## src/rtl/sqrt_pkg.sv

```systemverilog
// Shared widths, counter limit and FSM encoding for the iterative square root.
// Latency: n/a (package, no logic).
// Backpressure: n/a.
//
// Contents:
//   XW        radicand width (even)
//   YW        root width, XW/2
//   AW        partial remainder width, YW+2
//   CW        iteration counter width
//   CNT_LAST  counter value on the final iteration
//   state_e   LOAD -> CALC -> DONE
package sqrt_pkg;

  localparam int XW = 32;
  localparam int YW = XW / 2;
  localparam int AW = YW + 2;
  localparam int CW = $clog2(YW) + 1;

  localparam logic [CW-1:0] CNT_LAST = CW'(YW - 1);

  typedef enum logic [1:0] {
    LOAD = 2'd0,
    CALC = 2'd1,
    DONE = 2'd2
  } state_e;

endpackage

```

## src/rtl/sqrt_32_if.sv

```systemverilog
// Radicand/result bundle between a requester and the sqrt_32 core.
// Latency: n/a (wires only).
// Backpressure: none; y is meaningful only while rdy is high.
//
// Signals:
//   x    radicand, driven by the master, sampled once per run by the core
//   y    floor(sqrt(x)), driven by the core
//   rdy  high while y holds the final result
interface sqrt_32_if;
  import sqrt_pkg::*;

  logic [XW-1:0] x;
  logic [YW-1:0] y;
  logic          rdy;

  modport master (
    output x,
    input  y,
    input  rdy
  );

  modport slave (
    input  x,
    output y,
    output rdy
  );

endinterface

```

## src/rtl/sqrt_step.sv

```systemverilog
// One restoring digit-by-digit square-root iteration (one result bit).
// Latency: combinational.
// Backpressure: none.
//
// Ports:
//   i_acc   partial remainder from the previous iteration
//   i_root  root bits produced so far
//   i_bits  next two radicand bits, MSB pair first
//   o_acc   updated partial remainder
//   o_root  root shifted left with the new bit appended
module sqrt_step
  import sqrt_pkg::*;
(
  input  logic [AW-1:0] i_acc,
  input  logic [YW-1:0] i_root,
  input  logic [1:0]    i_bits,
  output logic [AW-1:0] o_acc,
  output logic [YW-1:0] o_root
);

  logic [AW-1:0] w_a;
  logic [AW-1:0] w_t;
  logic          w_ge;
  logic          w_unused_acc_msbs;

  // Remainder is bounded by 2*root, so while bits are still being brought
  // down the top two acc bits are zero and can be dropped from the shift.
  assign w_a  = {i_acc[AW-3:0], i_bits};
  assign w_t  = {i_root, 2'b01};
  assign w_ge = (w_a >= w_t);

  assign o_acc  = w_ge ? (w_a - w_t) : w_a;
  assign o_root = {i_root[YW-2:0], w_ge};

  assign w_unused_acc_msbs = ^i_acc[AW-1:AW-2];

endmodule

```

## src/rtl/sqrt_32.sv

```systemverilog
// Iterative floor(sqrt(x)) for 32-bit unsigned x, one root bit per clock.
// Latency: rdy rises on the 17th rising edge after reset release (1 load + 16 steps).
// Backpressure: none; runs once per reset release, then holds the result forever.
//
// Ports:
//   clk    rising-edge clock
//   reset  asynchronous active-low reset; release starts a run
//   bus    sqrt_32_if.slave: x in, y/rdy out
module sqrt_32
  import sqrt_pkg::*;
(
  input  logic     clk,
  input  logic     reset,
  sqrt_32_if.slave bus
);

  // Radicand, partial remainder, root-in-progress and iteration count.
  logic [XW-1:0] rad;
  logic [AW-1:0] acc;
  logic [YW-1:0] root;
  logic [CW-1:0] cnt;
  state_e        state;

  logic [YW-1:0] r_y;
  logic          r_rdy;

  logic [AW-1:0] w_acc_nxt;
  logic [YW-1:0] w_root_nxt;

  sqrt_step u_step (
    .i_acc  (acc),
    .i_root (root),
    .i_bits (rad[XW-1:XW-2]),
    .o_acc  (w_acc_nxt),
    .o_root (w_root_nxt)
  );

  always_ff @(posedge clk or negedge reset) begin
    if (!reset) begin
      rad   <= '0;
      acc   <= '0;
      root  <= '0;
      cnt   <= '0;
      r_y   <= '0;
      r_rdy <= 1'b0;
      state <= LOAD;
    end else begin
      case (state)
        LOAD: begin
          // Only sample point for x in a run.
          rad   <= bus.x;
          acc   <= '0;
          root  <= '0;
          cnt   <= '0;
          state <= CALC;
        end
        CALC: begin
          acc  <= w_acc_nxt;
          root <= w_root_nxt;
          rad  <= {rad[XW-3:0], 2'b00};
          cnt  <= cnt + CW'(1);
          if (cnt == CNT_LAST) begin
            r_y   <= w_root_nxt;
            r_rdy <= 1'b1;
            state <= DONE;
          end
        end
        DONE: begin
          // Hold result and remainder until the next reset.
        end
        default: begin
          state <= LOAD;
        end
      endcase
    end
  end

  assign bus.y   = r_y;
  assign bus.rdy = r_rdy;

endmodule

```

## src/flat_wrapper.sv

```systemverilog
// flat-port wrapper written by rule: the top's interface ports become plain ports
module sqrt_32_flat import sqrt_pkg::*;
  (clk, reset, bus_x, bus_y, bus_rdy);
  sqrt_32_if bus_i ();
  input  logic clk;
  input  logic reset;
  input wire logic [$bits(bus_i.x)-1:0] bus_x;
  output wire logic [$bits(bus_i.y)-1:0] bus_y;
  output wire logic [$bits(bus_i.rdy)-1:0] bus_rdy;
  assign bus_i.x = bus_x;
  assign bus_y = bus_i.y;
  assign bus_rdy = bus_i.rdy;
  sqrt_32 u_core (.clk(clk), .reset(reset), .bus(bus_i));
endmodule
```

## config.mk

```make
export PLATFORM = sky130hd
export DESIGN_NAME = sqrt_32_flat
export DESIGN_NICKNAME = d
export VERILOG_FILES = /design/src/rtl/sqrt_pkg.sv /design/src/rtl/sqrt_32_if.sv /design/src/rtl/sqrt_step.sv /design/src/rtl/sqrt_32.sv /design/src/flat_wrapper.sv
export SDC_FILE = /design/constraint.sdc
export NUM_CORES = 1
export LEC_CHECK = 0
export ABC_AREA = 1
export CORE_MARGIN = 10
export CORE_UTILIZATION = 50
export CTS_CLUSTER_SIZE = 40
export DETAILED_ROUTE_END_ITERATION = 8
export PLACE_DENSITY = 0.72
export SYNTH_ARGS = -nofsm -noshare
export SYNTH_HDL_FRONTEND = slang
export SYNTH_SLANG_ARGS = --single-unit
```

## constraint.sdc

```tcl
create_clock -name clk -period 2.48 [get_ports clk]
set_clock_uncertainty 0.1 [all_clocks]
set_input_delay 0.248 -clock clk [delete_from_list [all_inputs] [get_ports clk]]
set_output_delay 0.248 -clock clk [all_outputs]
set_load 0.1 [all_outputs]
```

==> impl_metrics.tcl, run 1 <==
set metrics [dict create \
    status "finished clean" \
    syn_area_um2 4810 \
    synth_top_family_by_area "simple AND/OR/NAND/NOR gates" \
    synth.net_count 666 \
    io_buffers 50 \
    first_iter_violations 269 \
    hp-class "in -> async" \
    fp.dieH_um 118 \
    cts_num_sinks 88 \
    max_freq_mhz 440 \
    synthCells 612 \
    path_clk_slew_ns 0.09 \
    setup_violations 0 \
    maxCapViolations 0 \
    antenna_left 0 \
    clk_latency_ns 0.36 \
    synthToLayoutAreaGrowth_pct 17.4 \
    worstSetupEndpointType "flop" \
    grt_pass1_vias 4313 \
    chipWidth_um 118 \
    path_common_cell "nand2_1" \
    ios 51 \
    vias_per_cell 5.12 \
    synth.distinct_cells 36 \
    overflow 0 \
    nFillCells 850 \
    ff2ff_setup_slack_ns 0.21 \
    first_pass_iters 4 \
    grt-busiest-layer "met2" \
    fin_crit_sh_pct 91.5 \
    crit_slowest_cell "dfrtp_1" \
    regToRegStartpoint "u_core.root[11]$_DFFE_PN0P_" \
    rows 35 \
    wl_um 11800 \
    gp_congestion 0.925 \
    initial_core_util_pct 51.8 \
    ir_drop_mv 0.621 \
    totalNegativeSetupSlack_ns 0 \
    grt_usage_pct 17.4 \
    fin_crit_ns 2.27 \
    worst_r2r_endpoint "u_core.acc[14]$_DFFE_PN0P_" \
    p_leak_nw 2.90 \
    seq_area_frac_synth_pct 45.8 \
    yosys_register_bits 88 \
    postSynth.asyncResetShare_pct 100 \
    grt_pass1_wl_um 20500 \
    slew_violations 0 \
    dieArea_um2 13900 \
    synthMuxAreaShare_pct 0 \
    grt_max_degree 37 \
    final_util_pct 60.8 \
    critPathKind "reg -> reg" \
    worst_path_largest_cell_delay_ns 0.37 \
    grt_use_met1_pct 20.8 \
    num_antenna_cells 0 \
    synth-edff-count 0 \
    synthXorXnorAreaFrac_pct 1.09 \
    hold_violations 0 \
    post_drt_wl_per_cell_um 14.8 \
    numCtsBuffers 9 \
    rsz0062_at_grt "no" \
    clock_path_buffers 2 \
    syn_avg_cell_area_um2 7.85 \
    synth_flop_cell "dfrtp_1" \
    layout-drive-gt1-share_pct 12.7 \
    core_area_um2 9280 \
    critPathLaunch "u_core.root[11]$_DFFE_PN0P_" \
    arrival_ns 2.42 \
    use_met3_pct 4.32 \
    synthSimpleGateAreaFrac_pct 32.3 \
    synth_compound_area_share_pct 7.18 \
    regArea_um2 2200 \
    tightestPinTransition_ns 0.748 \
    totalPowerFinal_mw 7.19 \
    path_max_fanout 18 \
    multi_input_area_um2 2200 \
    yosys_warnings 0 \
    drc_errors 0 \
    num_vias 4088 \
    htreeDepth 3 \
    cts-root-buf "clkbuf_8" \
    grtUsageMet2_pct 30.1 \
    worstPathRequired_ns 2.63 \
    critPathLaunchType "flop" \
    ff2ff_path_depth 12 \
    hpwl_um 9020 \
    worstPathCellList "inv_1, ha_1, a21oi_1, nand2_2, nand2_2, nand2_2, nor2_4, nand2_8, nand2_1, nand2_1, nand2_1, nand2_1" \
    synthAdderAreaFrac_pct 5.21 \
    power.density_nw_per_um2 1270 \
    antenna_found_initial 0 \
    postCtsResizedCells 0 \
    slew_headroom_pct 50.1 \
    nets 718 \
    cts_tree "built" \
]
per-layer routing:
layer	up-vias	wire (µm)	share of wire, %
met4	0	213	1.8
met2	83	5770	49
met1	1925	5330	45
met3	14	476	4.0
li1	2066	-	-
met5	-	0	0
through the flow:
step	worst slack, ns	hold slack (ns)	cells	instance area [µm²]
final	0.210	0.270	798	5640
after global routing	0.0144	0.298	798	5640
after CTS	0.200	0.283	798	5640
after detailed placement	0.225	0.127	781	5400
after global placement	0.276	0.129	781	5400
after floorplan	0.613	-0.148	612	4810
state kept, by name (all words and copies together) (netlist names):
register,cells
u_core.acc,16
u_core.bus.rdy,1
u_core.bus.y,16
u_core.cnt,5
u_core.rad,32
u_core.root,16
u_core.state,2
critical path, delay by kind of cell (launching register included):
family                   cells  cell delay [ns]
adder cells (fa/ha/maj)      1             0.31
AND/OR/NAND/NOR              9             1.04
AO/OA/AOI/OAI                1             0.22
flip-flops                   1             0.37
buffers and inverters        1             0.13
cells in the mapped netlist, types with 2 or more instances:
master	number	area share, %
ha_1	20	5.2
and2_1	2	0.26
nand3_1	64	6.7
o211ai_1	2	0.31
xnor2_1	5	0.91
buf_6	2	0.47
a22oi_1	3	0.47
nand2_1	212	17
o21ai_0	18	1.9
o22ai_1	17	2.2
a21oi_1	11	1.1
inv_2	6	0.47
nand4_1	4	0.52
nor2_1	16	1.2
inv_1	69	5.4
o21ai_1	8	0.83
buf_1	4	0.31
clkbuf_1	12	0.94
nand2_2	9	1.2
nand3b_1	5	0.78
buf_2	2	0.21
nor2_2	4	0.52
dfrtp_1	88	46
nand3_2	14	2.9
nor3_1	4	0.42
power breakdown:
part           switching (mW)  leakage [nW]  total, mW  internal [mW]
logic                    2.80          1.72       4.06           1.26
clock network           0.551         0.119       1.16          0.611
registers               0.196          1.06       1.96           1.77
total                    3.55          2.90       7.19           3.64
area by class of cell:
class                   count  share of cell area (%)
clock buffers              10                    2.44
clock inverters             6                    1.73
inverters                  76                    5.06
multi-input cells         426                    39.0
flip-flops and latches     88                    39.0
well taps                 129                    2.86
repair buffers             63                    9.85
cell usage in the layout, fill, tap and decap left out, types with 2 or more instances in the layout:
cell type,netlist,final
ha_1,20,20
nor2_2,4,5
o211ai_1,2,2
nand4_1,4,4
nand3_1,64,64
dfrtp_1,88,88
o21ai_1,8,8
buf_4,1,30
xnor2_1,5,5
a21oi_1,11,11
inv_1,69,69
bufinv_16,0,2
nor3_1,4,4
and2_1,2,2
clkdlybuf4s50_1,0,32
o22ai_1,17,17
nand2_2,9,9
nand3b_1,5,5
a22oi_1,3,3
inv_6,0,2
clkbuf_8,0,10
nor2_1,16,15
o21ai_0,18,18
nand2_1,212,212
inv_2,6,6
nand3_2,14,14
worst max-delay path by stage:
stage | endpoint | slack (ns)
after floorplan | u_core.acc[8]$_DFFE_PN0P_ | 0.61
after global placement | u_core.acc[15]$_DFFE_PN0P_ | 0.28
after detailed placement | u_core.acc[6]$_DFFE_PN0P_ | 0.23
after CTS | u_core.acc[15]$_DFFE_PN0P_ | 0.20
after global routing | u_core.acc[15]$_DFFE_PN0P_ | 0.01
final | u_core.acc[14]$_DFFE_PN0P_ | 0.21
logic make-up (layout without fill, tap and decap cells):
| logic type | Yosys count | count (layout) |
|---|---|---|
| buffers and inverters | 98 | 155 |
| flip-flops | 88 | 88 |
| adder cells (fa/ha/maj) | 20 | 20 |
| AO/OA/AOI/OAI | 61 | 61 |
| XOR/XNOR | 6 | 6 |
| AND/OR/NAND/NOR | 339 | 339 |
timing repair:
action,in CTS,in global routing
hold buffers,1,0
setup buffers,0,0
hold endpoints to repair,33,0
endpoints found under the setup margin,0,0
Power figures use the tool's default switching activity.
==> run 2: changes to the inputs <==
Settings changed: ABC_AREA 1 to not set, SLEW_MARGIN set to 20.
==> run 2 against run 1 <==
  * Sequential power grew 5%
  * Synthesized cell count shrank 26%
  * First-iteration DRC count shrank 17%
  * Global-route usage shrank 1.7 points
  * Core utilization grew 3.4 points
  * Die area shrank 5.2%
  * Largest cell class is now multi-input combinational cells
  * Highest routed layer unchanged
  * Via count shrank 13%
  * Sequential share of layout area grew 0.17 points
  * Maximum frequency shrank 5.8%
  * Final cell count shrank 20%
==> impl_metrics.tcl, run 2 <==
set metrics [dict create \
    status "finished clean" \
    arrival_ns 2.56 \
    largest_register_ffs 32 \
    yosys-top-cells-count "88 x dfrtp_1, 85 x nand2_1, 68 x o21ai_0" \
    htreeDepth 3 \
    synth_flop_cell "dfrtp_1" \
    postSynth.asyncResetShare_pct 100 \
    seq_area_frac_synth_pct 48.8 \
    yosys.area.top_type "dfrtp_1" \
    final_common_cell "dfrtp_1" \
    hpwl_um 7170 \
    num_antenna_cells 0 \
    synth.net_count 506 \
    switchingPower_mw 3.42 \
    synth.most_common_cell "dfrtp_1" \
    max_freq_mhz 415 \
    totalPowerFinal_mw 7.64 \
    numCtsBuffers 9 \
    first_iter_violations 223 \
    post_drt_wl_per_cell_um 16.1 \
    slew_violations 0 \
    yosys_warnings 0 \
    synth.area.top_cells "dfrtp_1 49%, o21ai_0 7.5%, mux2i_1 7.1%" \
    nets 577 \
    synth-edff-count 0 \
    multi_input_area_um2 2210 \
    clock_path_buffers 2 \
    cts_num_sinks 88 \
    hold_ws_ns 0.286 \
    initial_core_util_pct 51.5 \
    p_leak_nw 2.47 \
    layout_setup_ws_ns 0.0709 \
    chipWidth_um 115 \
    fin_crit_ns 2.41 \
    cts_tree "built" \
    regToRegStartpoint "u_core.root[5]$_DFFE_PN0P_" \
    p_clk_share_pct 15.9 \
    hp-class "in -> async" \
    antenna_left 0 \
    intPower_mw 4.21 \
    ff2ff_path_depth 10 \
    tightestPinTransition_ns 0.522 \
    io_buffers 50 \
    critPathKind "reg -> reg" \
    power.density_nw_per_um2 1360 \
    maxCapViolations 0 \
    worst_r2r_endpoint "u_core.acc[0]$_DFFE_PN0P_" \
    vias_per_cell 5.59 \
    p_sw_share_pct 44.8 \
    regArea_um2 2200 \
    most-common-layout-cells "86 x dfrtp_1, 85 x nand2_1, 67 x o21ai_0" \
    synth.distinct_cells 48 \
    worstPathRequired_ns 2.63 \
    post-place-ws_ns 0.00538 \
    overflow 0 \
    yosys_register_bits 88 \
    grt_usage_pct 15.7 \
    worstSetupEndpointType "flop" \
    layout-drive-gt1-share_pct 18.8 \
    ios 51 \
    rows 34 \
    grt_max_degree 42 \
    fin_crit_sh_pct 97.1 \
    ir_drop_mv 0.702 \
    p_seq_share_pct 27.0 \
    synthCells 452 \
    nFillCells 712 \
    grt_pass1_wl_um 17100 \
    cts-root-buf "clkbuf_8" \
    wl_um 10200 \
    path_clk_slew_ns 0.10 \
    num_vias 3556 \
    antenna_found_initial 0 \
    path_max_fanout 5 \
    core_area_um2 8760 \
    gp_congestion 0.878 \
    syn_avg_cell_area_um2 9.98 \
    drc_errors 0 \
    first_pass_iters 5 \
    rsz0062_at_grt "yes" \
    grt_pass1_vias 3541 \
    clk_latency_ns 0.36 \
    slew_headroom_pct 65.1 \
    regMostFlops "u_core.rad" \
    syn_area_um2 4510 \
    dieArea_um2 13200 \
    fp.dieH_um 115 \
    synthToLayoutAreaGrowth_pct 24.7 \
    setup_violations 0 \
    p_comb_share_pct 57.1 \
    hold_violations 0 \
    ff2ff_setup_slack_ns 0.07 \
    synth_top_area_share_pct 48.8 \
    critPathLaunchType "flop" \
]
## run 2: cell count changes after synthesis, moves of 6 or more
cell / previous run / this run
o22ai_1: 17 / 10
o21ai_0: 18 / 68
inv_2: 6 / 0
o311ai_1: 0 / 8
nand2_1: 212 / 85
mux2i_1: 0 / 32
inv_1: 69 / 20
nand2_2: 9 / 0
nand3_2: 14 / 4
nand3_1: 64 / 5
nor2_1: 16 / 7
## run 2: through the flow
stage	cell area (µm²)	instances	util (%)	setup TNS [ns]
2_1_floorplan	4510	452	-	0
3_3_place_gp	5220	614	59.6	0
3_5_place_dp	5220	614	59.6	0
4_1_cts	5500	631	62.8	0
5_1_grt	5620	636	64.2	-0.0546
6_report	5620	636	64.2	0
## run 2: final cells by class
type / instances / area share (%)
Clock buffer: 10 / 2.27
Multi-Input combinational cell: 319 / 39.2
Clock inverter: 6 / 2.07
Sequential cell: 88 / 39.2
Tap cell: 108 / 2.40
Inverter: 20 / 1.34
Timing Repair Buffer: 85 / 13.5
## run 2: timing repair
| action | CTS | global route |
|---|---|---|
| pin swaps | 1 | 3 |
| resized for setup | 3 | 13 |
| gates cloned | 0 | 1 |
| hold buffers | 1 | 0 |
| endpoints found under the hold margin | 37 | 0 |
| endpoints found under the setup margin | 2 | 14 |
| setup buffers | 0 | 4 |
## run 2: power by group through the flow
stage | Clock, mW | Combinational [mW] | Sequential (mW)
2_1_floorplan | 0 | 2.13 | 2.87
3_3_place_gp | 0 | 3.92 | 2.05
3_5_place_dp | 0 | 4.00 | 2.07
4_1_cts | 1.24 | 4.08 | 2.05
5_1_grt | 1.30 | 4.70 | 2.11
6_report | 1.22 | 4.36 | 2.06
## run 2: how the worst max path moves through the flow
stage                                     startpoint                          to  slack, ns  cells after the start
after floorplan           u_core.root[5]$_DFFE_PN0P_  u_core.acc[10]$_DFFE_PN0P_       0.06                     11
after global placement    u_core.root[5]$_DFFE_PN0P_   u_core.acc[0]$_DFFE_PN0P_       0.06                     10
after detailed placement  u_core.root[5]$_DFFE_PN0P_   u_core.acc[0]$_DFFE_PN0P_      0.005                     10
after CTS                 u_core.root[3]$_DFFE_PN0P_  u_core.acc[15]$_DFFE_PN0P_       0.02                     10
after global routing      u_core.root[5]$_DFFE_PN0P_   u_core.acc[3]$_DFFE_PN0P_      -0.02                     10
final                     u_core.root[5]$_DFFE_PN0P_   u_core.acc[0]$_DFFE_PN0P_       0.07                     10
## run 2: kinds of logic after synthesis
logic type / share of synthesized area (%)
xor+xnor: 2.72
compound gates: 19.0
simple gates: 11.7
fa+ha+maj: 5.55
buf+inv: 4.83
mux: 7.35
flops: 48.8
## run 2: critical path: stages (launching register included)
cell,delay (ns)
dfrtp_1,0.39
inv_2,0.08
ha_4,0.21
a211oi_2,0.22
nor2_1,0.09
o31a_1,0.27
a311oi_4,0.34
a31o_4,0.26
buf_4,0.15
xnor2_1,0.12
o21ai_1,0.07
## run 2: layer usage
metal / global-route usage (%) / wire length (µm)
met4: 5.94 / 147
met2: 25.4 / 4960
met3: 2.50 / 391
met5: 0 / 0
met1: 20.7 / 4730
==> run 3: changes to the inputs <==
Clock period 2.48 ns to 3 ns, I/O delays scaled along.
==> run 3 against run 2 <==
  * Final cell count down 4.2%
  * Sequential power is 18% lower
  * Sequential cell count is the same
  * Wire length is 6.5% lower
  * Highest routed layer unchanged
==> impl_metrics.tcl, run 3 (synthesis gave the netlist of run 2 again) <==
set metrics [dict create \
    status "finished clean" \
    num_antenna_cells 0 \
    cts-root-buf "clkbuf_8" \
    ir_drop_mv 0.626 \
    fin_area_um2 5220 \
    grt_max_degree 101 \
    regArea_um2 2200 \
    power.density_nw_per_um2 1040 \
    antenna_found_initial 0 \
    initial_core_util_pct 51.5 \
    ios 51 \
    nFillCells 796 \
    num_vias 3403 \
    nets 550 \
    arrival_ns 2.87 \
    gp_congestion 0.869 \
    overflow 0 \
    slew_violations 0 \
    p_leak_nw 2.31 \
    core_area_um2 8760 \
    chipWidth_um 115 \
    vias_per_cell 5.59 \
    layout-drive-gt1-share_pct 12.0 \
    fp.dieH_um 115 \
    clock_path_buffers 2 \
    holdPathStages 1 \
    fin_crit_sh_pct 90.9 \
    grt_usage_pct 15.0 \
    totalPowerFinal_mw 5.45 \
    critPathLaunchType "flop" \
    post_drt_wl_per_cell_um 15.7 \
    final_common_cell "dfrtp_1" \
    cts_num_sinks 88 \
    rsz0062_at_grt "no" \
    first_iter_violations 145 \
    route.met3.wl_um 393 \
    postPlaceCellArea_um2 5030 \
    worstSetupEndpointType "flop" \
    most-common-layout-cells "86 x dfrtp_1, 85 x nand2_1, 68 x o21ai_0" \
    cts_hold_buf 1 \
    tightestPinTransition_ns 0.876 \
    hpwl_um 6660 \
    first_pass_iters 6 \
    path_max_fanout 17 \
    io_buffers 50 \
    path_clk_slew_ns 0.09 \
    hold_violations 0 \
    clk_latency_ns 0.35 \
    worstPathRequired_ns 3.14 \
    cts_tree "built" \
    top_layer "met4" \
    met1_length_um 4530 \
    fin_crit_ns 2.73 \
    postCtsResizedCells 0 \
    synthToLayoutAreaGrowth_pct 15.8 \
    drc_errors 0 \
    grt_pass1_wl_um 16300 \
    totalNegativeSetupSlack_ns 0 \
    ff2ff_path_depth 9 \
    grt_pass1_vias 3418 \
    htreeDepth 3 \
    hp-class "reg -> reg" \
    max_freq_mhz 367 \
    wl_um 9560 \
    dieArea_um2 13200 \
    critPathKind "reg -> reg" \
    hold_ws_ns 0.373 \
    postCtsSetupRepairBufs 0 \
    multi_input_area_um2 2090 \
    antenna_left 0 \
    largest_register_ffs 32 \
    slew_headroom_pct 41.6 \
    numCtsBuffers 9 \
    regMostFlops "u_core.rad" \
    wl_met2_um 4480 \
    setup_violations 0 \
    maxCapViolations 0 \
    rows 34 \
]
[run 3: through the flow]
| stage | util (%) | setup WS (ns) | cells |
|---|---|---|---|
| after floorplan | - | 0.582 | 452 |
| after global placement | 57.4 | 0.372 | 592 |
| after detailed placement | 57.4 | 0.277 | 592 |
| after CTS | 59.6 | 0.254 | 609 |
| after global routing | 59.6 | 0.0126 | 609 |
| final | 59.6 | 0.273 | 609 |
[run 3: metal layers]
metal  global-route usage, %  vias up
li1                        -     1686
met1                    19.6     1651
met2                    24.1       51
met3                    3.65       15
met4                    4.62        0
met5                       0        -
[run 3: report_power, final]
group	internal [mW]	switching, mW
Clock	0.327	0.437
Combinational	1.03	1.96
Sequential	1.48	0.210
[run 3: critical path: stages, from the launching register on]
cell	delay (ns)
dfrtp_1	0.43
ha_1	0.37
a211oi_2	0.24
nor2_1	0.09
o31a_1	0.27
a311oi_4	0.36
a31o_4	0.36
buf_4	0.21
nand3_1	0.09
o311ai_1	0.10
[run 3: layout make-up]
| cell class | count | share of cell area (%) |
|---|---|---|
| Clock inverter | 6 | 0.791 |
| Clock buffer | 10 | 2.64 |
| Timing Repair Buffer | 59 | 10.3 |
| Multi-Input combinational cell | 318 | 40.0 |
| Tap cell | 108 | 2.59 |
| Sequential cell | 88 | 42.2 |
| Inverter | 20 | 1.44 |
[run 3: path summary, 6_finish.rpt]
kind / from / end / slack [ns]
max reg2reg: u_core.acc[5]$_DFFE_PN0P_ / u_core.acc[6]$_DFFE_PN0P_ / 0.27
min in group asynchronous: reset / u_core.rad[19]$_DFFE_PN0P_ / 0.42
min: u_core.bus.rdy$_DFFE_PN0P_ / u_core.bus.rdy$_DFFE_PN0P_ / 0.37
max: u_core.acc[5]$_DFFE_PN0P_ / u_core.acc[6]$_DFFE_PN0P_ / 0.27
min reg2reg: u_core.bus.rdy$_DFFE_PN0P_ / u_core.bus.rdy$_DFFE_PN0P_ / 0.37
max in group asynchronous: reset / u_core.root[8]$_DFFE_PN0P_ / 1.76
